--- config.mk ---
export PLATFORM = sky130hd
export DESIGN_NAME = motor602_uart_tx
export DESIGN_NICKNAME = d
export VERILOG_FILES = /design/src/rtl/motor602_uart_pkg.sv /design/src/rtl/motor602_baud_tick.sv /design/src/rtl/motor602_uart_tx.sv
export SDC_FILE = /design/constraint.sdc
export NUM_CORES = 1
export LEC_CHECK = 0
export CAP_MARGIN = 20
export CORE_MARGIN = 1.5
export CORE_UTILIZATION = 55
export CTS_CLUSTER_DIAMETER = 80
export DETAILED_ROUTE_END_ITERATION = 10
export HOLD_SLACK_MARGIN = 0.1
export PLACE_DENSITY = 0.77
export SETUP_SLACK_MARGIN = 0.3
export SLEW_MARGIN = 20
export SYNTH_ARGS = -nofsm -noshare
export SYNTH_HDL_FRONTEND = slang
export SYNTH_SLANG_ARGS = --single-unit
--- constraint.sdc ---
create_clock -name clkI -period 2.95 [get_ports clkI]
set_clock_uncertainty 0.1 [all_clocks]
set_input_delay 0.59 -clock clkI [delete_from_list [all_inputs] [get_ports clkI]]
set_output_delay 0.59 -clock clkI [all_outputs]
set_load 0.05 [all_outputs]
--- src/rtl/motor602_uart_pkg.sv ---
// Shared types and helpers for the motor602 telemetry UART transmitter.
// Frame bit count depends on MOTOR602_UART_TX_PARITY_EN.
package motor602_uart_pkg;

  typedef enum logic [2:0] {
    ST_IDLE   = 3'd0,
    ST_START  = 3'd1,
    ST_DATA   = 3'd2,
    ST_PARITY = 3'd3,
    ST_STOP   = 3'd4
  } txState_t;

  localparam int DATA_BITS = 8;

`ifdef MOTOR602_UART_TX_PARITY_EN
  localparam int FRAME_BITS = 11;
`else
  localparam int FRAME_BITS = 10;
`endif

  // Clocks per bit; integer truncation is intended.
  function automatic int calcDiv(input int clkHz, input int baud);
    return clkHz / baud;
  endfunction

endpackage

--- src/rtl/motor602_baud_tick.sv ---
// DIV-modulo bit-period counter with synchronous clear and terminal-count strobe.
module motor602_baud_tick #(
  parameter int DIV = 434
) (
  input  logic clkI,
  input  logic nRstI,
  input  logic clrI,
  output logic tickO
);

  localparam int CW = $clog2(DIV);

  logic [CW-1:0] cnt;

  assign tickO = !clrI && (cnt == CW'(DIV - 1));

  // NOTE: sequential state uses non-blocking assignments so every register samples pre-edge values.
  always_ff @(posedge clkI or negedge nRstI) begin
    if (!nRstI) begin
      cnt <= '0;
    end else if (clrI || tickO) begin
      cnt <= '0;
    end else begin
      cnt <= cnt + 1'b1;
    end
  end

endmodule

--- src/rtl/motor602_uart_tx.sv ---
// Telemetry UART transmitter: one-byte holding buffer, 8N1 framing, or 8E1
// when MOTOR602_UART_TX_PARITY_EN is defined.
module motor602_uart_tx
  import motor602_uart_pkg::*;
#(
  parameter int CLK_HZ = 50_000_000,
  parameter int BAUD   = 115200
) (
  input  logic       clkI,
  input  logic       nRstI,
  input  logic [7:0] dataI,
  input  logic       validI,
  output logic       readyO,
  output logic       uTxO,
  output logic       busyO,
  output logic       clkUtxO
);

  localparam int DIV = calcDiv(CLK_HZ, BAUD);

  txState_t   state;
  logic [7:0] holdBuf;
  logic [7:0] shiftReg;
  logic [2:0] bitIdx;
  logic       isIdle;
  logic       bitTick;
  logic       loadShift;
`ifdef MOTOR602_UART_TX_PARITY_EN
  logic       parityBit;
`endif

  assign isIdle  = (state == ST_IDLE);
  assign busyO   = !isIdle;
  assign clkUtxO = bitTick;

  // The buffer moves to the shifter from IDLE, or at the end of STOP for abutting frames.
  assign loadShift = !readyO && (isIdle || ((state == ST_STOP) && bitTick));

  motor602_baud_tick #(.DIV(DIV)) uBaudTick (
    .clkI  (clkI),
    .nRstI (nRstI),
    .clrI  (isIdle),
    .tickO (bitTick)
  );

  always_ff @(posedge clkI or negedge nRstI) begin
    if (!nRstI) begin
      state     <= ST_IDLE;
      uTxO      <= 1'b1;
      readyO    <= 1'b1;
      // NOTE: data registers are reset too, so nothing downstream ever observes X after reset.
      holdBuf   <= '0;
      shiftReg  <= '0;
      bitIdx    <= '0;
`ifdef MOTOR602_UART_TX_PARITY_EN
      parityBit <= 1'b0;
`endif
    end else begin
      if (validI && readyO) begin
        holdBuf <= dataI;
        readyO  <= 1'b0;
      end else if (loadShift) begin
        readyO <= 1'b1;
      end

      if (loadShift) begin
        state    <= ST_START;
        uTxO     <= 1'b0;
        shiftReg <= holdBuf;
`ifdef MOTOR602_UART_TX_PARITY_EN
        parityBit <= ^holdBuf;
`endif
      end else begin
        case (state)
          ST_IDLE: begin
            uTxO <= 1'b1;
          end
          ST_START: begin
            if (bitTick) begin
              state  <= ST_DATA;
              bitIdx <= '0;
              uTxO   <= shiftReg[0];
            end
          end
          ST_DATA: begin
            if (bitTick) begin
              if (bitIdx == 3'(DATA_BITS - 1)) begin
`ifdef MOTOR602_UART_TX_PARITY_EN
                state <= ST_PARITY;
                uTxO  <= parityBit;
`else
                state <= ST_STOP;
                uTxO  <= 1'b1;
`endif
              end else begin
                bitIdx   <= bitIdx + 3'd1;
                shiftReg <= shiftReg >> 1;
                uTxO     <= shiftReg[1];
              end
            end
          end
`ifdef MOTOR602_UART_TX_PARITY_EN
          ST_PARITY: begin
            if (bitTick) begin
              state <= ST_STOP;
              uTxO  <= 1'b1;
            end
          end
`endif
          ST_STOP: begin
            if (bitTick) begin
              state <= ST_IDLE;
              uTxO  <= 1'b1;
            end
          end
          default: begin
            state <= ST_IDLE;
            uTxO  <= 1'b1;
          end
        endcase
      end
    end
  end

endmodule
Word-level counts from Yosys, hierarchy flattened
Cells that the tools add are included.

Add/sub/neg operators: 2. Equality and inequality tests: 14. Mux-type cells: 22. Bitwise logic cells: 1. Reductions and logical operators: 17.

Operators with widths (count): 2-to-1 mux 8 bit (4); 2-to-1 mux 3 bit (7); inequality test 3 bit, second input constant (4); case mux 3 bit (4 select lines) (1); AND reduction 5 bit (2); adder 9 x 1 -> 9 bit, second input constant (1); == test 9 bit, second input constant (1); 2-to-1 mux 9 bit (1); inequality test 2 bit, second input constant (4); nonzero test 2 bit (4); 2-to-1 mux 1 bit (7); == test 3 bit, second input constant (2); case mux 3 bit (2 select lines) (1); AND reduction 3 bit (2); logical AND 1 bit (4); adder 3 x 1 -> 3 bit, second input constant (1); == test 3 x 1 -> 1 bit, second input constant (1); == test 3 x 2 -> 1 bit, second input constant (1); zero test 3 bit (1); case mux 1 bit (3 select lines) (1); zero test 1 bit (2); logical OR 1 bit (2); inequality test 2 x 1 -> 1 bit, second input constant (1); NOT 1 bit (1).

Register bits: 33. Input bits: 11. Output and inout bits: 4. Word-level logic and storage cells: 63.

Longest topological paths before layout
Depth in word-level cells: 8. Depth in mapped cells: 6. Depth with buffers taken out: 6.

Cells and area by module
Synthesis repeated with hierarchy kept, for this count alone.

Cells, all modules: 160. Area total of the unflattened synthesis: 1687.9 sq um.

Modules (own cells, without submodules): motor602_uart_tx (times used 1, cells each 112, area each 1201.2 sq um, sequential area each 603.1 sq um); motor602_baud_tick (times used 1, cells each 48, area each 486.7 sq um, sequential area each 225.2 sq um).

Least setup slack after synthesis
No wires, ideal clock.

Path kind: register -> output. From: register uBaudTick.cnt[2]. To: output port clkUtxO. Data arrival time: 1.582 ns. Path slack: 0.678 ns. Cell stages (with the launch flop): 4. Path buffers: 0. Cell sequence: dfrtp_1 nor4bb_1 nand2_1 nor2_1.

Word-level cells in the longest chain between the ends: 2.

RTL lines: start: declaration (RTL line motor602_baud_tick.sv:13) `logic [CW-1:0] cnt;`; start signal: assignment (RTL line motor602_baud_tick.sv:24) `cnt <= cnt + 1'b1;`; == test 9 bit (RTL line motor602_baud_tick.sv:15) `assign tickO = !clrI && (cnt == CW'(DIV - 1));`; logical AND 1 bit (RTL line motor602_baud_tick.sv:15); end: declaration (RTL line motor602_uart_tx.sv:16) `output logic clkUtxO`.

Every way passes these cells.

Worst setup path after layout
From: register state[1]. To: output port busyO.

Word-level cells in the longest chain between the ends: 2.

RTL lines: start: declaration (RTL line motor602_uart_tx.sv:21) `txState_t state;`; start signal: assignment (RTL line motor602_uart_tx.sv:48) `state <= ST_IDLE;`; start signal: assignment (RTL line motor602_uart_tx.sv:67) `state <= ST_START;`; start signal: assignment (RTL line motor602_uart_tx.sv:80) `state <= ST_DATA;`; zero test 3 bit (RTL line motor602_uart_tx.sv:32) `assign isIdle = (state == ST_IDLE);`; zero test 1 bit (RTL line motor602_uart_tx.sv:33) `assign busyO = !isIdle;`; end: declaration (RTL line motor602_uart_tx.sv:15) `output logic busyO,`.

Every way passes these cells.

==> flow_summary.json <==
{
  "htreeDepth": 2,
  "drtPass1Iterations": 4,
  "overflow": 0,
  "cp-endpoint": "busyO",
  "r2r-end": "shiftReg[2]$_DFFE_PN0P_",
  "path_cells": "nor3_1 > inv_1 > dlygate4sd2_1",
  "crit_path_top_delay_cell": "dfrtp_1",
  "antenna_found_initial": 0,
  "drt_iter0_markers": 26,
  "pwr-share-clk": 0.318,
  "crit_fanout": 12,
  "cts_root_buffer": "clkbuf_4",
  "fin_crit_sh": 0.841,
  "r2r_start": "bitIdx[0]$_DFFE_PN0P_",
  "power.density_nw_per_um2": 417,
  "cp.arrival_ns": 1.79,
  "grt_first_pass_wirelength_mm": 4.83,
  "finalSetupViolCount": 0,
  "use_met3": 0.0507,
  "max-cap-violations": 0,
  "met2_usage": 0.319,
  "grt.total_usage": 0.202,
  "internal_power_mw": 0.581,
  "gp_congestion": 0.837,
  "worst_pin_slew_ns": 0.488,
  "cp-end-kind": "output port",
  "grt_busiest_layer": "met2",
  "die_h_um": 56.4,
  "path_clk_slew_ns": 0.10,
  "dp_cells": 182,
  "dpl.hpwl_mm": 2.01,
  "setup_tns_ns": 0,
  "yosys_warnings": 0,
  "synthesis.area_um2": 1570,
  "rows": 19,
  "yosys-top-cells-count": "31 x dfrtp_1, 13 x nor2_1, 12 x mux2_2",
  "layout-drive-gt1-share": 0.170,
  "crit_type": "reg2out",
  "routedWlPerCell_um": 15.0,
  "routed_wl_mm": 2.84,
  "syn_nets": 155,
  "synth.most_common_cell": "dfrtp_1",
  "async_flop_share": 1.00,
  "comb_power_share": 0.047,
  "clockBufferDepth": 2,
  "power.total_mw": 0.743,
  "ant_nets": 0,
  "post_cts_buffers": 0,
  "n_antenna_cell": 0,
  "port-buffer-count": 14,
  "grt_max_degree": 34,
  "nNetsFinal": 173,
  "max_freq_ghz": 0.403,
  "yosysTopAreaCell": "dfrtp_1",
  "synth_seq_cells": 33,
  "syn_avg_cell_area_um2": 11.2,
  "power.net_switching_mw": 0.162,
  "pwr-share-seq": 0.635,
  "p_sw_frac": 0.218,
  "critical_path.startpoint": "state[1]$_DFFE_PN0P_",
  "cts_tree": "built",
  "vdd_drop_max_mv": 0.373,
  "worst-r2r-setup-slack_ns": 0.77,
  "slowest_delay_ns": 0.50,
  "io_pins": 15,
  "vias": 1119,
  "dieArea_um2": 3180,
  "fp.dieW_um": 56.4,
  "finalHoldViolations": 0,
  "crit_required_ns": 2.26,
  "insertion_delay_ns": 0.33,
  "cts.repair.resized": 1,
  "synth_cells": 140,
  "start_kind": "flop",
  "synth.top_cell.area_share": 0.494,
  "cts-hold-fix-buffers": 0,
  "synth_cell_types": 41,
  "ff2ff_path_depth": 5,
  "synth_edf_count": 0,
  "rsz0062_at_grt": "no",
  "vias_per_cell": 5.89,
  "synth_seq_area_share": 0.528,
  "area_growth_pct": 13.7,
  "cts.sinks": 33,
  "slew_viol_final": 0,
  "holdCritPathClass": "reg2reg",
  "finalWorstPathRequiredPeriod_ns": 2.48,
  "grt_pass1_vias": 1079,
  "drc": 0,
  "use_met1": 0.259,
  "synthFlopType": "dfrtp_1",
  "ys_top_cells_by_area": "dfrtp_1 49%, mux2_2 8.6%, dfstp_2 3.3%",
  "relSlewSlack": 0.673,
  "cts_buffers": 5,
  "outcome": "finished clean",
  "final_cell_count_no_fill": 190,
  "coreArea_um2": 2730,
  "start_util": 0.574,
  "leakage_nw": 0.802
}
[final cells by class]
| cell class | instances | area [µm²] |
|---|---|---|
| flip-flops and latches | 33 | 828 |
| well taps | 31 | 38.8 |
| inverters | 8 | 30.0 |
| clock buffers | 8 | 48.8 |
| multi-input cells | 93 | 679 |
| repair buffers | 17 | 159 |
| fillers | 226 | 950 |
[worst min path at each step]
| stage | startpoint | endpoint | depth (start not counted) |
|---|---|---|---|
| 2_1_floorplan | nRstI | bitIdx[0]$_DFFE_PN0P_ | 0 |
| 3_3_place_gp | holdBuf[7]$_DFFE_PN0P_ | shiftReg[7]$_DFFE_PN0P_ | 1 |
| 3_5_place_dp | holdBuf[7]$_DFFE_PN0P_ | shiftReg[7]$_DFFE_PN0P_ | 1 |
| 4_1_cts | holdBuf[7]$_DFFE_PN0P_ | shiftReg[7]$_DFFE_PN0P_ | 1 |
| 5_1_grt | uTxO$_DFFE_PN1P_ | uTxO$_DFFE_PN1P_ | 2 |
| 6_report | uTxO$_DFFE_PN1P_ | uTxO$_DFFE_PN1P_ | 2 |
[worst max-delay path, delay by kind of cell, from the launching register on]
family / cells / cell delay [ns]
DFF: 1 / 0.50
and+or+nand+nor: 1 / 0.38
buffers and inverters: 2 / 0.58
[per-stage QoR]
stage / worst slack, ns / instance area, µm² / util / hold slack (ns)
after global routing: 0.402 / 1780 / 0.653 / 0.425
after floorplan: 0.678 / 1570 / - / 0.194
after global placement: 0.660 / 1740 / 0.635 / 0.366
final: 0.469 / 1780 / 0.653 / 0.393
after CTS: 0.505 / 1780 / 0.653 / 0.394
after detailed placement: 0.601 / 1740 / 0.635 / 0.376
[power by group through the flow]
stage	combinational [mW]	sequential (mW)	clock, mW
2_1_floorplan	0.0111	0.478	0
3_3_place_gp	0.0340	0.479	0
3_5_place_dp	0.0359	0.481	0
4_1_cts	0.0360	0.472	0.245
5_1_grt	0.0390	0.473	0.263
6_report	0.0347	0.472	0.237
[sequential cells by signal, summed over array words and instances, names as in the netlist]
register / flops
state: 3
uTxO: 1
shiftReg: 8
readyO: 1
holdBuf: 8
uBaudTick.cnt: 9
bitIdx: 3
[logic make-up (layout without fill, tap and decap cells)]
| logic type | Yosys count | in the layout | synth area share |
|---|---|---|---|
| mux | 13 | 13 | 0.0933 |
| fa+ha+maj | 4 | 4 | 0.0319 |
| compound gates | 30 | 30 | 0.134 |
| simple gates | 40 | 40 | 0.140 |
| buf+inv | 14 | 33 | 0.0391 |
| xor+xnor | 6 | 6 | 0.0335 |
| flops | 33 | 33 | 0.528 |
[layer usage]
metal,part of all wire,vias up
met5,0,-
met4,0.021,0
met3,0.038,8
met2,0.47,25
met1,0.47,546
li1,-,540
[cells in the final DEF, fill, tap and decap left out, types with 3 or more instances in the layout]
cell             instances
a21oi_1                  5
a2bb2oi_1                5
and3_1                   3
buf_4                    4
clkbuf_1                 3
clkbuf_4                 5
clkdlybuf4s50_1         12
dfrtp_1                 31
ha_1                     4
inv_1                    8
mux2_2                  12
nand2_1                  4
nand3_1                  3
nor2_1                  13
nor3_1                   4
o21ai_0                  3
o22ai_1                  6
or3_1                    4
xnor2_1                  4
No activity file was read; power rests on OpenSTA's default activity.
